**src/rtl/btn_conditioner_if.sv**
```systemverilog
// Button conditioner bundle: the 1 kHz tick, the two raw buttons and the
// conditioned outputs (debounced levels and one-cycle request pulses).
//   tick_1khz      : one-cycle strobe at 1 kHz, synchronous to the system clock
//   btn_accel_raw  : raw accelerate button, asynchronous, active-high
//   btn_decel_raw  : raw decelerate button, asynchronous, active-high
//   accel_level    : debounced accelerate level
//   decel_level    : debounced decelerate level
//   accel_pulse    : one-cycle accelerate request
//   decel_pulse    : one-cycle decelerate request
// master drives the tick and raw buttons; slave is the conditioner itself.
interface btn_conditioner_if;
    logic tick_1khz;
    logic btn_accel_raw;
    logic btn_decel_raw;
    logic accel_level;
    logic decel_level;
    logic accel_pulse;
    logic decel_pulse;

    modport master (
        output tick_1khz, btn_accel_raw, btn_decel_raw,
        input  accel_level, decel_level, accel_pulse, decel_pulse
    );

    modport slave (
        input  tick_1khz, btn_accel_raw, btn_decel_raw,
        output accel_level, decel_level, accel_pulse, decel_pulse
    );
endinterface

```
**src/rtl/btn_conditioner.sv**
```systemverilog
// Two-channel push-button conditioner (accelerate / decelerate).
// Each raw button is synchronised, debounced on the 1 kHz tick and fed to a
// small press / auto-repeat FSM that emits one-cycle request pulses. A
// channel's pulses are suppressed while the other channel is held.
//   clk_100mhz : sole clock
//   rst_n      : asynchronous active-low reset
//   bus        : btn_conditioner_if.slave (tick, raw buttons, levels, pulses)
// Channel index 0 is accelerate, 1 is decelerate.
module btn_conditioner #(
    parameter int unsigned DEB_TICKS    = 10,
    parameter int unsigned REPEAT_DELAY = 500,
    parameter int unsigned REPEAT_RATE  = 100
) (
    input  logic               clk_100mhz,
    input  logic               rst_n,
    btn_conditioner_if.slave   bus
);

    typedef enum logic [1:0] {
        IDLE   = 2'd0,
        HELD   = 2'd1,
        REPEAT = 2'd2
    } state_e;

    localparam logic [16:0] DEB_K   = 17'(DEB_TICKS);
    localparam logic [16:0] DELAY_K = 17'(REPEAT_DELAY);
    localparam logic [16:0] RATE_K  = 17'(REPEAT_RATE);
    localparam bit          REPEAT_EN = (REPEAT_DELAY != 0);

    logic [1:0]  raw;
    logic [1:0]  sync1_q, sync2_q;
    logic [1:0]  level_q, level_d;
    logic [1:0]  levelDly_q;
    logic [1:0]  pulse_q, pulse_d;
    logic [15:0] debCnt_q  [2];
    logic [15:0] debCnt_d  [2];
    logic [15:0] holdCnt_q [2];
    logic [15:0] holdCnt_d [2];
    state_e      state_q   [2];
    state_e      state_d   [2];

    logic [1:0]  rise, fall, fallNow, pressHit, repeatHit;
    logic [16:0] debInc  [2];
    logic [16:0] holdInc [2];

    assign raw = {bus.btn_decel_raw, bus.btn_accel_raw};

    // Debounce and press/repeat next-state logic for both channels.
    // The release edge is detected one cycle late (from the delayed level),
    // so a repeat that lands on the very tick that drops the level is
    // dropped via fallNow: the release wins over that last repeat.
    always_comb begin
        level_d   = level_q;
        pulse_d   = '0;
        rise      = '0;
        fall      = '0;
        fallNow   = '0;
        pressHit  = '0;
        repeatHit = '0;
        for (int c = 0; c < 2; c++) begin
            debCnt_d[c]  = debCnt_q[c];
            holdCnt_d[c] = holdCnt_q[c];
            state_d[c]   = state_q[c];
            debInc[c]    = {1'b0, debCnt_q[c]} + 17'd1;
            holdInc[c]   = {1'b0, holdCnt_q[c]} + 17'd1;
        end

        for (int c = 0; c < 2; c++) begin
            if (bus.tick_1khz) begin
                if (sync2_q[c] != level_q[c]) begin
                    if (debInc[c] == DEB_K) begin
                        level_d[c]  = sync2_q[c];
                        debCnt_d[c] = '0;
                    end else begin
                        debCnt_d[c] = debInc[c][15:0];
                    end
                end else begin
                    debCnt_d[c] = '0;
                end
            end

            rise[c]    = level_q[c] & ~levelDly_q[c];
            fall[c]    = ~level_q[c] & levelDly_q[c];
            fallNow[c] = level_q[c] & ~level_d[c];

            case (state_q[c])
                IDLE: begin
                    if (rise[c]) begin
                        state_d[c]   = HELD;
                        holdCnt_d[c] = '0;
                        pressHit[c]  = 1'b1;
                    end
                end
                HELD: begin
                    if (fall[c]) begin
                        state_d[c]   = IDLE;
                        holdCnt_d[c] = '0;
                    end else if (bus.tick_1khz) begin
                        if (REPEAT_EN && holdInc[c] == DELAY_K) begin
                            state_d[c]   = REPEAT;
                            holdCnt_d[c] = '0;
                            repeatHit[c] = 1'b1;
                        end else if (holdCnt_q[c] != 16'hFFFF) begin
                            holdCnt_d[c] = holdInc[c][15:0];
                        end
                    end
                end
                REPEAT: begin
                    if (fall[c]) begin
                        state_d[c]   = IDLE;
                        holdCnt_d[c] = '0;
                    end else if (bus.tick_1khz) begin
                        if (holdInc[c] == RATE_K) begin
                            holdCnt_d[c] = '0;
                            repeatHit[c] = 1'b1;
                        end else if (holdCnt_q[c] != 16'hFFFF) begin
                            holdCnt_d[c] = holdInc[c][15:0];
                        end
                    end
                end
                default: begin
                    state_d[c]   = IDLE;
                    holdCnt_d[c] = '0;
                end
            endcase

            // Interlock: nothing fires while the other button is held down,
            // and a suppressed request is simply lost.
            pulse_d[c] = (pressHit[c] | (repeatHit[c] & ~fallNow[c]))
                         & level_q[c] & ~level_q[1 - c];
        end
    end

    // State registers: synchronisers, debounce, FSM and pulse flops.
    always_ff @(posedge clk_100mhz or negedge rst_n) begin
        if (!rst_n) begin
            sync1_q    <= '0;
            sync2_q    <= '0;
            level_q    <= '0;
            levelDly_q <= '0;
            pulse_q    <= '0;
            for (int c = 0; c < 2; c++) begin
                debCnt_q[c]  <= '0;
                holdCnt_q[c] <= '0;
                state_q[c]   <= IDLE;
            end
        end else begin
            sync1_q    <= raw;
            sync2_q    <= sync1_q;
            level_q    <= level_d;
            levelDly_q <= level_q;
            pulse_q    <= pulse_d;
            for (int c = 0; c < 2; c++) begin
                debCnt_q[c]  <= debCnt_d[c];
                holdCnt_q[c] <= holdCnt_d[c];
                state_q[c]   <= state_d[c];
            end
        end
    end

    assign bus.accel_level = level_q[0];
    assign bus.decel_level = level_q[1];
    assign bus.accel_pulse = pulse_q[0];
    assign bus.decel_pulse = pulse_q[1];

endmodule

```
**src/flat_wrapper.sv**
```systemverilog
// flat-port wrapper written by rule: the top's interface ports become plain ports
module btn_conditioner_flat 
#(
    parameter int unsigned DEB_TICKS    = 10,
    parameter int unsigned REPEAT_DELAY = 500,
    parameter int unsigned REPEAT_RATE  = 100
)
  (clk_100mhz, rst_n, bus_tick_1khz, bus_btn_accel_raw, bus_btn_decel_raw, bus_accel_level, bus_decel_level, bus_accel_pulse, bus_decel_pulse);
  btn_conditioner_if bus_i ();
  input  logic clk_100mhz;
  input  logic rst_n;
  input wire logic [$bits(bus_i.tick_1khz)-1:0] bus_tick_1khz;
  input wire logic [$bits(bus_i.btn_accel_raw)-1:0] bus_btn_accel_raw;
  input wire logic [$bits(bus_i.btn_decel_raw)-1:0] bus_btn_decel_raw;
  output wire logic [$bits(bus_i.accel_level)-1:0] bus_accel_level;
  output wire logic [$bits(bus_i.decel_level)-1:0] bus_decel_level;
  output wire logic [$bits(bus_i.accel_pulse)-1:0] bus_accel_pulse;
  output wire logic [$bits(bus_i.decel_pulse)-1:0] bus_decel_pulse;
  assign bus_i.tick_1khz = bus_tick_1khz;
  assign bus_i.btn_accel_raw = bus_btn_accel_raw;
  assign bus_i.btn_decel_raw = bus_btn_decel_raw;
  assign bus_accel_level = bus_i.accel_level;
  assign bus_decel_level = bus_i.decel_level;
  assign bus_accel_pulse = bus_i.accel_pulse;
  assign bus_decel_pulse = bus_i.decel_pulse;
  btn_conditioner #(.DEB_TICKS(DEB_TICKS), .REPEAT_DELAY(REPEAT_DELAY), .REPEAT_RATE(REPEAT_RATE)) u_core (.clk_100mhz(clk_100mhz), .rst_n(rst_n), .bus(bus_i));
endmodule
```
**config.mk**
```make
export PLATFORM = sky130hd
export DESIGN_NAME = btn_conditioner_flat
export DESIGN_NICKNAME = d
export VERILOG_FILES = /design/src/rtl/btn_conditioner_if.sv /design/src/rtl/btn_conditioner.sv /design/src/flat_wrapper.sv
export SDC_FILE = /design/constraint.sdc
export NUM_CORES = 1
export LEC_CHECK = 0
export BUFFER_PORTS_ARGS = -buffer_cell sky130_fd_sc_hd__buf_2
export CAP_MARGIN = 30
export CORE_MARGIN = 5
export CORE_UTILIZATION = 69
export DETAILED_ROUTE_END_ITERATION = 7
export PLACE_DENSITY = 0.86
export SLEW_MARGIN = 20
export SYNTH_ARGS = -nofsm -noshare
export SYNTH_HDL_FRONTEND = slang
export SYNTH_SLANG_ARGS = --single-unit
```
**constraint.sdc**
```tcl
create_clock -name clk_100mhz -period 4.2 [get_ports clk_100mhz]
set_input_delay 0.21 -clock clk_100mhz [delete_from_list [all_inputs] [get_ports clk_100mhz]]
set_output_delay 0.21 -clock clk_100mhz [all_outputs]
set_load 0.02 [all_outputs]
```
# Word level (Yosys, flattened, before mapping)
# Cells that the tools add are included.
# op_classes
add_sub_neg	4
mul	0
div	0
n_lt_le_gt_ge	0
eq_ne	24
shifts	0
mux	58
bitwise_logic	22
n_reduce_logical	6
# op_table
cell	n
$mux W16	20
$pmux W16 S3	2
$add A16 B1 Y17 const B	4
$eq A17 B4 Y1 const B	2
$eq A17 B7 Y1 const B	2
$eq A17 B9 Y1 const B	2
$ne A16 B16 Y1 const B	2
$mux W1	22
$mux W2	10
$and A1 B1 Y1	12
$ne A3 B2 Y1 const B	4
$pmux W2 S3	2
$ne A2 B1 Y1 const B	4
$not A1 Y1	8
$reduce_and A4 Y1	2
$ne A3 B1 Y1 const B	2
$reduce_and A3 Y1	2
$eq A2 B1 Y1 const B	2
$eq A2 B2 Y1 const B	2
$logic_not A2 Y1	2
$pmux W1 S2	2
$ne A1 B1 Y1	2
$or A1 B1 Y1	2
# totals
reg_bits	78
latch_bits	0
ramBits	0
romBits	0
inputBits	5
output_inout_bits	4
elab_cells	125
memories	0

# Depth between registers and ports, before layout
# Gate-level depths: netlist of the first run.
# logic_depth
depth_word	12
mapped_depth	10
depth_no_buf	8

# Least setup slack after synthesis of the first run
# Ideal clock, no wire load.
# synth_path
path_type	flip-flop to flip-flop
start	register u_core.holdCnt_q[0] (netlist name)
end	register u_core.holdCnt_q[4] (netlist name)
setup_ns	0.126
t_arrival_ns	2.604
required_ns	4.074
setup_slack_ns	1.470
path_stages_with_launch	11
path_buffers	2
period_less_slack_ns	2.730
cell_sequence	dfrtp_1 > ha_1 > nand4_1 > or3_1 > buf_2 > mux2_2 > nand2_2 > o41ai_4 > a21oi_2 > buf_2 > a221o_1
# synth_via
elab_chain_cells	6
elab_cells_between_ends	12
cone_classes	add/sub (1); eq/ne (3); mux (8)
# synth_rtl
item	line	source
start: declaration	btn_conditioner.sv:37	logic [15:0] holdCnt_q [2];
start signal: indexed assignment	btn_conditioner.sv:155	holdCnt_q[c] <= holdCnt_d[c];
$add A16 B1 Y17 / $ne A16 B16 Y1 (equally long branches)	btn_conditioner.sv:65, btn_conditioner.sv:103, btn_conditioner.sv:116	
$eq A17 B7 Y1 (tied with other cells)	btn_conditioner.sv:113	if (holdInc[c] == RATE_K) begin
$mux W16, on equally long branches	btn_conditioner.sv:113, btn_conditioner.sv:99	
$mux W16, on equally long branches	btn_conditioner.sv:112, btn_conditioner.sv:98	
$mux W16, on equally long branches	btn_conditioner.sv:109, btn_conditioner.sv:95	
$pmux W16 S3 *	btn_conditioner.sv:86	case (state_q[c])
# Mark *: on every way between the ends. The rest lies on a longest branch, timed or not. The select of a mux whose other input is x is not followed.
# A chain may end at the register's enable or synchronous reset.

# Final worst setup path of the first run
# layout_path
start	register u_core.holdCnt_q[0] (netlist name)
end	register u_core.holdCnt_q[9] (netlist name)
# The elaborated chain is that of the path after synthesis.

==> results, run 1 <==
- The post-synthesis compound-gate area fraction was 0.254.
- Dividing the final minimum period by the clock period gives 0.769.
- In this run the most critical hold path is launched from bus_tick_1khz.
- The hold violation count in the final report is 0.
- The total nets after synthesis is a little under 700.
- IR analysis of the VDD net gives a maximum drop of about 0.29 mV.
- The critical path goes through ha_1 > nand4_1 > or3_1 > mux2_2 > nand2_2 > o41ai_4 > a21oi_2 > a221o_1.
- The worst hold path depth is 3.
- The number of warning messages in the yosys log is 0.
- The clock net sink count is 78.
- The core region is a little under 8000 µm².
- The number of setup violations in the final report is 0.
- The clock latency reported for the late side of the worst-skew pair is around 0.35 ns.
- The number of buffers and inverters on the critical path is 0.
- The width of the die is between 90 and 100 µm.
- The deepest level of the CTS H-tree is 3.
- For this block, the routed nets add up to between 10 and 15 mm of wire.
- The startpoint of the lowest-slack register-to-register path is u_core.holdCnt_q[0]$_DFFE_PN0P_.
- The final total power is approximately 2.2 mW.
- The post-CTS clock slew at the launch and capture registers of the worst setup and hold paths is 0.08 ns.
- The global-route wire length before repair is ~22 mm.
- The library cell contributing the largest single delay on the critical path is sky130_fd_sc_hd__o41ai_4.
- The remaining global-route overflow is 0.
- The kind of start point of the critical path is a flip-flop.
- For this configuration, the core starts out at a cell density of 0.715.
- At the pin with the least slew margin, the transition time is about 0.86 ns.
- The upper clock frequency limit is roughly 310 MHz.
- The DRC violation count after routing is 0.
- The first-pass iteration count of the detailed router is 4.
- The synthesis-to-layout area growth is 3.77%.
- The relative slew slack is 0.422.
- Synthesis instantiated 76 different standard cells from the library.
- Of the total synthesized cell area, the portion taken by XOR and XNOR cells is 0.0298.
- The number of nets with antenna violations after detailed routing is 0.
- The kind of end point of the critical path is a flip-flop.
- Along the worst path, the maximum fanout reaches 11.
- The delay of the slowest critical-path stage is 0.57 ns.
- The fraction of synthesis flops using an asynchronous set or reset pin is 1.00.
- The layout cell share with drive strength beyond 1 is 0.0789.
- Setup repair after global routing left no endpoint under its margin.
- Of the total power, the clock network draws 0.241.
- The number of global-route vias before repair came to 4756.
- The cell family with the largest share of critical-path delay is compound AO/OA/AOI/OAI gates.
- TritonCTS built the clock tree.
- The main combinational cell family by area after synthesis is compound AO/OA/AOI/OAI gates.
- Setup slack on the worst reg-to-reg path comes out at a little under 1 ns.
- The number of buffers created by CTS is 9.
- The critical path data required time is roughly 4.4 ns.
- The area fraction in and, or, nand and nor cells after synthesis is 0.246.
- The switching share of power is 0.400.
- The max-capacitance violation count is 0.
- The die covers around 10000 µm².
- The number of slew-limit violations in the final report is 0.
- In the synthesized netlist the dominant register cell turns out to be sky130_fd_sc_hd__dfrtp_1.
- Cell internal power was estimated by the tool at 1.30 mW.
- The data arrival time at the worst-slack endpoint is between 3 and 4 ns.
- The number of placement rows is 32.
- Counting along the longest clock path gives a buffer depth of 2.
- The portion of synthesized area spent on multiplexers is 0.0280.
- The antenna diode count is 0.
- Of the total synthesized cell area, the portion taken by full adders, half adders and majority gates is 0.0332.
- The detail-routed via count per cell is a little under 7.
- In this run the post-CTS setup repair buffer count came out at 0.
- Across the routed clock network, the largest skew measured is 0.0136 ns.
- The detail-routed net length per standard cell is about 17 µm.
- The number of top-level pins is 9.
- The final critical-path required period is between 3 and 4 ns.
- Dividing total power by cell area gives a power density of ~370 nW/µm².
- The count of cells along the worst register-to-register path is 8.
- Of the total power, combinational logic draws 0.331.
- The net count of the finished layout is 660.
- The run finished with clean final reports.
- Synthesis produced around 660 cells.
- Counting flops with a built-in enable in the synthesized netlist gives 0.
- The initial antenna violation count is 0.
- The mean area per synthesized cell is around 8.4 µm².
- The worst register-to-register path ends at u_core.holdCnt_q[9]$_DFFE_PN0P_.
- The total number of vias is 5133.
- The placed instances occupy a cell area of 5580 µm².
- For this design the static power due to leakage is 2.33 nW.
- From bottom edge to top edge, the die measures approximately 100 µm.
- The mapped netlist covers ~5600 µm².
- At the end of routability-driven placement, the weighted congestion stood at between 0.9 and 1.
- The share of total power dissipated in sequential elements is 0.428.
- Entering global routing, the biggest net connects about 80 pins.
- The start-to-end type of the worst setup path is flip-flop to flip-flop.
- The worst hold path terminates at u_core.pulse_q[1]$_DFF_PN0_.
- The post-DP HPWL is 8.73 mm.
- The area of all placed cells without fillers is ~5800 µm².
- The sequential fraction of the synthesis area is 0.350.
- The type of the worst min-delay path is primary input to flip-flop.
- The summed negative setup slack over all endpoints is 0 ns.
- In this run, post-CTS repair resized a total of 0 instances.
- The cts-stage hold buffer count is 2.
- The number of flip-flops and latches in the synthesized netlist is 78.
- The total routing resource utilization after global routing is 0.258.
- The count of buffers added on input and output ports is 8.
- In this run the power spent charging and discharging nets is ~0.86 mW.
- After the first detailed-routing iteration, the DRC count stood at between 300 and 400.
- The buffer cell driving the clock tree root is sky130_fd_sc_hd__clkbuf_8.
## power by group through the flow
stage                     logic [mW]  clock network, mW  registers [mW]
after floorplan                0.558                  0           0.887
final                          0.716              0.521           0.925
after CTS                      0.707              0.528           0.922
after global routing           0.789              0.560           0.939
after global placement         0.673                  0           0.929
after detailed placement       0.700                  0           0.936
## routing by layer
metal | share of wire | track usage
met5 | 0 | 0
met2 | 0.49 | 0.422
met3 | 0.053 | 0.0417
met4 | 0.012 | 0.0882
met1 | 0.45 | 0.350
## cell usage after synthesis (16+ instances only)
cell type | n | area (µm²)
sky130_fd_sc_hd__o21ai_0 | 26 | 130
sky130_fd_sc_hd__nor3_1 | 22 | 110
sky130_fd_sc_hd__dfrtp_1 | 78 | 1950
sky130_fd_sc_hd__nand3_1 | 33 | 165
sky130_fd_sc_hd__clkbuf_1 | 27 | 101
sky130_fd_sc_hd__nor2_1 | 42 | 158
sky130_fd_sc_hd__nand2_1 | 48 | 180
sky130_fd_sc_hd__inv_1 | 25 | 93.8
sky130_fd_sc_hd__a22o_1 | 20 | 175
sky130_fd_sc_hd__nand4_1 | 26 | 163
sky130_fd_sc_hd__a21oi_1 | 28 | 140
sky130_fd_sc_hd__o21ai_1 | 28 | 140
sky130_fd_sc_hd__nor4_1 | 16 | 100
## cells in the final DEF, fill, tap and decap left out, types with 10 or more instances in the layout
| master | synthesis | routed |
|---|---|---|
| sky130_fd_sc_hd__a211oi_1 | 14 | 14 |
| sky130_fd_sc_hd__a21oi_1 | 28 | 28 |
| sky130_fd_sc_hd__a22o_1 | 20 | 20 |
| sky130_fd_sc_hd__a31oi_1 | 11 | 11 |
| sky130_fd_sc_hd__and3_1 | 10 | 10 |
| sky130_fd_sc_hd__clkbuf_8 | 0 | 10 |
| sky130_fd_sc_hd__dfrtp_1 | 78 | 78 |
| sky130_fd_sc_hd__ha_1 | 14 | 14 |
| sky130_fd_sc_hd__inv_1 | 25 | 25 |
| sky130_fd_sc_hd__mux2i_1 | 10 | 10 |
| sky130_fd_sc_hd__nand2_1 | 48 | 48 |
| sky130_fd_sc_hd__nand3_1 | 33 | 33 |
| sky130_fd_sc_hd__nand4_1 | 26 | 26 |
| sky130_fd_sc_hd__nor2_1 | 42 | 42 |
| sky130_fd_sc_hd__nor3_1 | 22 | 22 |
| sky130_fd_sc_hd__nor4_1 | 16 | 16 |
| sky130_fd_sc_hd__o21ai_0 | 26 | 26 |
| sky130_fd_sc_hd__o21ai_1 | 28 | 28 |
| sky130_fd_sc_hd__xnor2_1 | 11 | 11 |
## worst register-to-register path, cell delays in order, from the launching register on
cell                      delay [ns]
sky130_fd_sc_hd__dfrtp_1        0.51
sky130_fd_sc_hd__ha_1           0.32
sky130_fd_sc_hd__nand4_1        0.18
sky130_fd_sc_hd__or3_1          0.48
sky130_fd_sc_hd__mux2_2         0.28
sky130_fd_sc_hd__nand2_2        0.11
sky130_fd_sc_hd__o41ai_4        0.57
sky130_fd_sc_hd__a21oi_2        0.31
sky130_fd_sc_hd__a221o_1        0.36
## state kept, by name, indices dropped and copies added (netlist names)
| name | flops |
|---|---|
| u_core.levelDly_q | 2 |
| u_core.debCnt_q | 32 |
| u_core.state_q | 4 |
| u_core.sync1_q | 2 |
| u_core.holdCnt_q | 32 |
| u_core.pulse_q | 2 |
| u_core.sync2_q | 2 |
| u_core.level_q | 2 |
## kinds of logic after synthesis
kind of cell | count (synthesis)
simple gates | 256
compound gates | 200
buf+inv | 79
flops | 78
xor+xnor | 19
mux | 15
fa+ha+maj | 15
## per-stage QoR
| step | worst slack, ns | hold slack (ns) | util | instances |
|---|---|---|---|---|
| detailed placement | 1.02 | 0.322 | 0.715 | 729 |
| global route | 0.710 | 0.326 | 0.742 | 748 |
| CTS | 0.999 | 0.0487 | 0.740 | 747 |
| global placement | 1.11 | 0.318 | 0.715 | 729 |
| finish | 0.969 | 0.323 | 0.742 | 748 |
| floorplan | 1.47 | -0.0856 | - | 662 |
## how the worst max path moves through the flow
stage                                          startpoint                              end  slack [ns]  cells after the start
final                     u_core.holdCnt_q[0]$_DFFE_PN0P_  u_core.holdCnt_q[9]$_DFFE_PN0P_        0.97                      8
after CTS                 u_core.holdCnt_q[0]$_DFFE_PN0P_  u_core.holdCnt_q[9]$_DFFE_PN0P_         1.0                      8
after detailed placement  u_core.holdCnt_q[0]$_DFFE_PN0P_  u_core.holdCnt_q[9]$_DFFE_PN0P_        1.02                      8
after global routing       u_core.debCnt_q[0]$_DFFE_PN0P_   u_core.debCnt_q[0]$_DFFE_PN0P_        0.71                      9
after global placement    u_core.holdCnt_q[0]$_DFFE_PN0P_  u_core.holdCnt_q[5]$_DFFE_PN0P_        1.11                      8
after floorplan           u_core.holdCnt_q[0]$_DFFE_PN0P_  u_core.holdCnt_q[4]$_DFFE_PN0P_        1.47                     10
## area by class of cell
class | count | area, µm²
multi-input combinational | 505 | 3300
fill | 567 | 2010
inverter | 29 | 109
sequential | 78 | 1950
tap | 102 | 128
clock buffer | 12 | 145
clock inverter | 4 | 31.3
timing repair buffer | 18 | 129
Power figures use the tool's default switching activity.
==> run 2: changes to the inputs <==
--- a/config.mk
+++ b/config.mk
@@ -5,12 +5,13 @@
 export SDC_FILE = /design/constraint.sdc
 export NUM_CORES = 1
 export LEC_CHECK = 0
+export ABC_AREA = 1
 export BUFFER_PORTS_ARGS = -buffer_cell sky130_fd_sc_hd__buf_2
 export CAP_MARGIN = 30
 export CORE_MARGIN = 5
-export CORE_UTILIZATION = 69
+export CORE_UTILIZATION = 58
 export DETAILED_ROUTE_END_ITERATION = 7
-export PLACE_DENSITY = 0.86
+export PLACE_DENSITY = 0.77
 export SLEW_MARGIN = 20
 export SYNTH_ARGS = -nofsm -noshare
 export SYNTH_HDL_FRONTEND = slang
==> constraint.sdc (replaced) <==
create_clock -name clk_100mhz -period 2.85 [get_ports clk_100mhz]
set_input_delay 0.1425 -clock clk_100mhz [delete_from_list [all_inputs] [get_ports clk_100mhz]]
set_output_delay 0.1425 -clock clk_100mhz [all_outputs]
set_load 0.02 [all_outputs]
==> run 2 against run 1 <==
  * Global-route usage down 3.3 points
  * Non-clock buffer count down 2
  * Largest cell class unchanged
  * Register-to-register slack worse by 0.41 ns
  * Combinational power up 27%
  * Wire length down 4.7%
  * Critical endpoint is now u_core.holdCnt_q[3]$_DFFE_PN0P_
  * First-iteration DRC count down 21%
  * Setup slack worse by 0.41 ns
  * Synthesized area down 3.9%
  * Highest routed layer unchanged
  * Total power up 44%
  * Final cell count up 20%
==> results, run 2 <==
- The detail-routed net length per standard cell is 13.5 µm (was 17.0 µm).
- The deepest level of the CTS H-tree is 3 (unchanged).
- The top cell type's share of synthesized area is 0.364 (was 0.350).
- Unrepaired setup endpoints after global routing: no (unchanged).
- Main area contributors after synthesis: sky130_fd_sc_hd__dfrtp_1 (36%), sky130_fd_sc_hd__nand2_1 (15%), sky130_fd_sc_hd__nor2_1 (8.1%) (was sky130_fd_sc_hd__dfrtp_1 (35%), sky130_fd_sc_hd__nand2_1 (3.2%), sky130_fd_sc_hd__a22o_1 (3.1%)).
- The most used flip-flop cell after synthesis is sky130_fd_sc_hd__dfrtp_1 (unchanged).
- The maximum resistive drop on vdd is 0.452 mV (was 0.290 mV).
- The fraction of synthesis flops using an asynchronous set or reset pin is 1.00 (unchanged).
- The kind of end point of the critical path is a flip-flop (unchanged).
- The post-DP HPWL came to 9.01 mm (was 8.73 mm).
- The number of gates resized after cts is 0 (unchanged).
- The library cell with the highest instance count after synthesis is sky130_fd_sc_hd__nand2_1 (was sky130_fd_sc_hd__dfrtp_1).
- The sequential fraction of the synthesis area came to 0.364 (was 0.350).
- The final total power came to 3.12 mW (was 2.16 mW).
- The critical path data required time is 3.11 ns (was 4.44 ns).
- The global-route wire length before repair is 21.0 mm (was 21.6 mm).
- The first-pass iteration count of the detailed router was 7 (was 4).
- The final net count is 799 (was 660).
- The largest clock skew in the final design was 0.0108 ns (was 0.0136 ns).
- The worst hold margin is 0.234 ns (was 0.323 ns).
- The final-layout fill cell count was 824 (was 567).
- The leakage power total is 2.54 nW (was 2.33 nW).
- The kind of start point of the critical path is a flip-flop (unchanged).
- The buffer levels on the longest clock path is 2 (unchanged).
- The total area of sequential cells was 1950 µm² (unchanged).
- The number of different library cells in the post-synthesis netlist is 31 (was 76).
- The highest fanout seen on the critical path is 16 (was 11).
- The total nets after synthesis is 784 (was 681).
- The footprint of the multi-input gates was 2960 µm² (was 3300 µm²).
- The number of flip-flops and latches in the synthesized netlist was 78 (unchanged).
- The synthesis-to-layout area growth is 7.51% (was 3.77%).
- The cell type contributing the most total cell area after synthesis is sky130_fd_sc_hd__dfrtp_1 (unchanged).
- The start-to-end type of the worst setup path is flip-flop to flip-flop (unchanged).
- The violation count after the first detailed-routing iteration was 239 (was 304).
- The number of post-CTS setup repair buffers is 0 (unchanged).
- The most common library cell in the layout ignoring fill and taps is sky130_fd_sc_hd__nand2_1 (was sky130_fd_sc_hd__dfrtp_1).
- The DRC violation count after routing is 0 (unchanged).
- The final estimated routing congestion in global placement is 0.905 (was 0.930).
- The global routing's busiest layer is met2 (unchanged).
- The initial standard-cell utilization of the core came to 0.589 (was 0.715).
- The type of the worst min-delay path was primary input to flip-flop (unchanged).
- The total routing resource utilization after global routing came to 0.225 (was 0.258).
- The post-synthesis cell area came to 5370 µm² (was 5580 µm²).
- The die span in y came to 106 µm (was 100 µm).
- The max-capacitance violation count is 0 (unchanged).
- The number of nets with antenna violations after detailed routing was 0 (unchanged).
- The width of the die is 106 µm (was 100 µm).
- The summed negative setup slack over all endpoints is 0 ns (unchanged).
- The layout cell share with drive strength beyond 1 is 0.108 (was 0.0789).
- The buffer cell driving the clock tree root was sky130_fd_sc_hd__clkbuf_8 (unchanged).
- The met2 usage is 0.392 (was 0.422).
- The data arrival time at the worst-slack endpoint came to 2.55 ns (was 3.47 ns).
- The number of global-route vias before repair is 4889 (was 4756).
- Result of the run: finished, final reports clean (unchanged).
- The number of port buffers is 8 (unchanged).
- The total number of vias was 4945 (was 5133).
- The number of placement rows came to 35 (was 32).
- The met3 usage in global routing is 0.0304 (was 0.0417).
- The hold violation count in the final report was 0 (unchanged).
- The met1 routing resource usage after global routing came to 0.283 (was 0.350).
- The antenna diode count is 0 (unchanged).
- The power density normalized to cell area is 541 nW/µm² (was 373 nW/µm²).
- Leading cell types by count after synthesis: sky130_fd_sc_hd__nand2_1 (212), sky130_fd_sc_hd__nor2_1 (116), sky130_fd_sc_hd__inv_1 (100), sky130_fd_sc_hd__dfrtp_1 (78), sky130_fd_sc_hd__nand3_1 (62) (was sky130_fd_sc_hd__dfrtp_1 (78), sky130_fd_sc_hd__nand2_1 (48), sky130_fd_sc_hd__nor2_1 (42), sky130_fd_sc_hd__nand3_1 (33)).
- The total die area is 11300 µm² (was 9990 µm²).
- The number of slew-limit violations in the final report came to 0 (unchanged).
- Top Registers: u_core.debCnt_q: 32 flops, u_core.holdCnt_q: 32 flops, u_core.state_q: 4 flops (unchanged).
- The clock latency reported for the late side of the worst-skew pair is 0.36 ns (was 0.35 ns).
- The mean area per synthesized cell is 7.01 µm² (was 8.43 µm²).
- The number of buffers created by CTS came to 9 (unchanged).
- The remaining global-route overflow is 0 (unchanged).
- The TritonCTS clock tree is built (unchanged).
- The core region area came to 9110 µm² (was 7810 µm²).
- The final wirelength is 12.1 mm (was 12.7 mm).
- The number of setup violations in the final report is 0 (unchanged).
- The largest net degree at the start of global routing is 49 (was 79).
- The synthesized netlist cell count is 765 (was 662).
- The detail-routed via count per cell came to 5.52 (was 6.86).
- The number of synthesized flops with an enable pin came to 0 (unchanged).
- The clock net sink count came to 78 (unchanged).
- The number of warning messages in the yosys log is 0 (unchanged).
- The final critical-path share of the clock period is 0.804 (was 0.769).
- The relative slew slack is 0.532 (was 0.422).
- The actual transition at the worst max-transition pin is 0.701 ns (was 0.864 ns).
- The post-CTS clock slew at the launch and capture registers of the worst setup and hold paths is 0.08 ns (about the same).
- The initial antenna violation count is 0 (unchanged).
- The upper clock frequency limit came to 436 MHz (was 310 MHz).
- The final critical-path required period is 2.29 ns (was 3.23 ns).
- The number of top-level pins is 9 (unchanged).
- Leading cell types in the layout, fill and taps excluded: sky130_fd_sc_hd__nand2_1 (212), sky130_fd_sc_hd__nor2_1 (116), sky130_fd_sc_hd__inv_1 (100) (was sky130_fd_sc_hd__dfrtp_1 (78), sky130_fd_sc_hd__nand2_1 (48), sky130_fd_sc_hd__nor2_1 (42)).
run 2: changes by cell type after synthesis, moves of 19 or more:
cell / before / now
sky130_fd_sc_hd__nand2_1: 48 / 212
sky130_fd_sc_hd__inv_1: 25 / 100
sky130_fd_sc_hd__nor2_1: 42 / 116
sky130_fd_sc_hd__nand3_1: 33 / 62
sky130_fd_sc_hd__o21ai_1: 28 / 3
sky130_fd_sc_hd__o22ai_1: 7 / 30
sky130_fd_sc_hd__o22ai_2: 0 / 20
sky130_fd_sc_hd__clkbuf_1: 27 / 8
run 2: cell type report:
cell class | count | area share
Inverter | 101 | 0.0657
Timing Repair Buffer | 16 | 0.0226
Multi-Input combinational cell | 574 | 0.512
Tap cell | 111 | 0.0241
Clock inverter | 5 | 0.0143
Sequential cell | 78 | 0.338
Clock buffer | 11 | 0.0228
run 2: where the power goes:
part           switching [mW]  total [mW]  internal (mW)
clock                   0.419       0.916          0.498
sequential              0.100        1.29           1.19
combinational           0.640       0.911          0.271
run 2: cell families (layout without fill, tap and decap cells):
logic type / after synthesis / count (layout) / share of synthesized area
AOI/OAI and AO/OA: 93 / 93 / 0.124
xor gates and xnor gates: 7 / 7 / 0.0114
adders and majority gates: 14 / 14 / 0.0326
buffers and inverters: 113 / 133 / 0.0856
DFF: 78 / 78 / 0.364
and+or+nand+nor: 460 / 460 / 0.383
run 2: metal layers:
metal / routed length (µm) / share of wire / vias to the layer above
li1: - / - / 2520
met1: 5410 / 0.45 / 2302
met2: 6060 / 0.50 / 105
met3: 455 / 0.038 / 18
met5: 0 / 0 / -
met4: 184 / 0.015 / 0
run 2: final timing paths:
path	start	to	slack, ns	cells past startpoint
setup reg to reg	u_core.holdCnt_q[0]$_DFFE_PN0P_	u_core.holdCnt_q[3]$_DFFE_PN0P_	0.56	13
hold reg to reg	u_core.sync1_q[0]$_DFF_PN0_	u_core.sync2_q[0]$_DFF_PN0_	0.35	0
hold / removal	bus_tick_1khz	u_core.debCnt_q[3]$_DFFE_PN0P_	0.23	2
max in group asynchronous	rst_n	u_core.holdCnt_q[12]$_DFFE_PN0P_	2.00	3
setup / recovery	u_core.holdCnt_q[0]$_DFFE_PN0P_	u_core.holdCnt_q[3]$_DFFE_PN0P_	0.56	13
min in group asynchronous	rst_n	u_core.debCnt_q[27]$_DFFE_PN0P_	0.26	2
run 2: what timing repair did:
action / CTS / global route
hold buffers: 3 / 0
hold endpoints to repair: 32 / 0
endpoints found under the setup margin: 0 / 0
run 2: worst max-delay path: stages, from the launching register on:
cell	delay (ns)
sky130_fd_sc_hd__dfrtp_1	0.42
sky130_fd_sc_hd__ha_1	0.23
sky130_fd_sc_hd__nand2_2	0.09
sky130_fd_sc_hd__nor2_4	0.20
sky130_fd_sc_hd__nand2_4	0.11
sky130_fd_sc_hd__nor2_8	0.25
sky130_fd_sc_hd__nor2_2	0.09
sky130_fd_sc_hd__nand2_1	0.09
sky130_fd_sc_hd__nor2_1	0.06
sky130_fd_sc_hd__nand2_1	0.07
sky130_fd_sc_hd__nand2_2	0.06
sky130_fd_sc_hd__nand2_2	0.07
sky130_fd_sc_hd__nand3_4	0.22
sky130_fd_sc_hd__o22ai_1	0.23
run 2: through the flow:
step	utilization	setup WS, ns	cells	cell area [µm²]
final	0.633	0.558	896	5770
after global routing	0.633	0.311	896	5770
after CTS	0.633	0.541	896	5770
after detailed placement	0.607	0.555	877	5530
after global placement	0.604	0.666	876	5500
after floorplan	-	0.914	765	5370
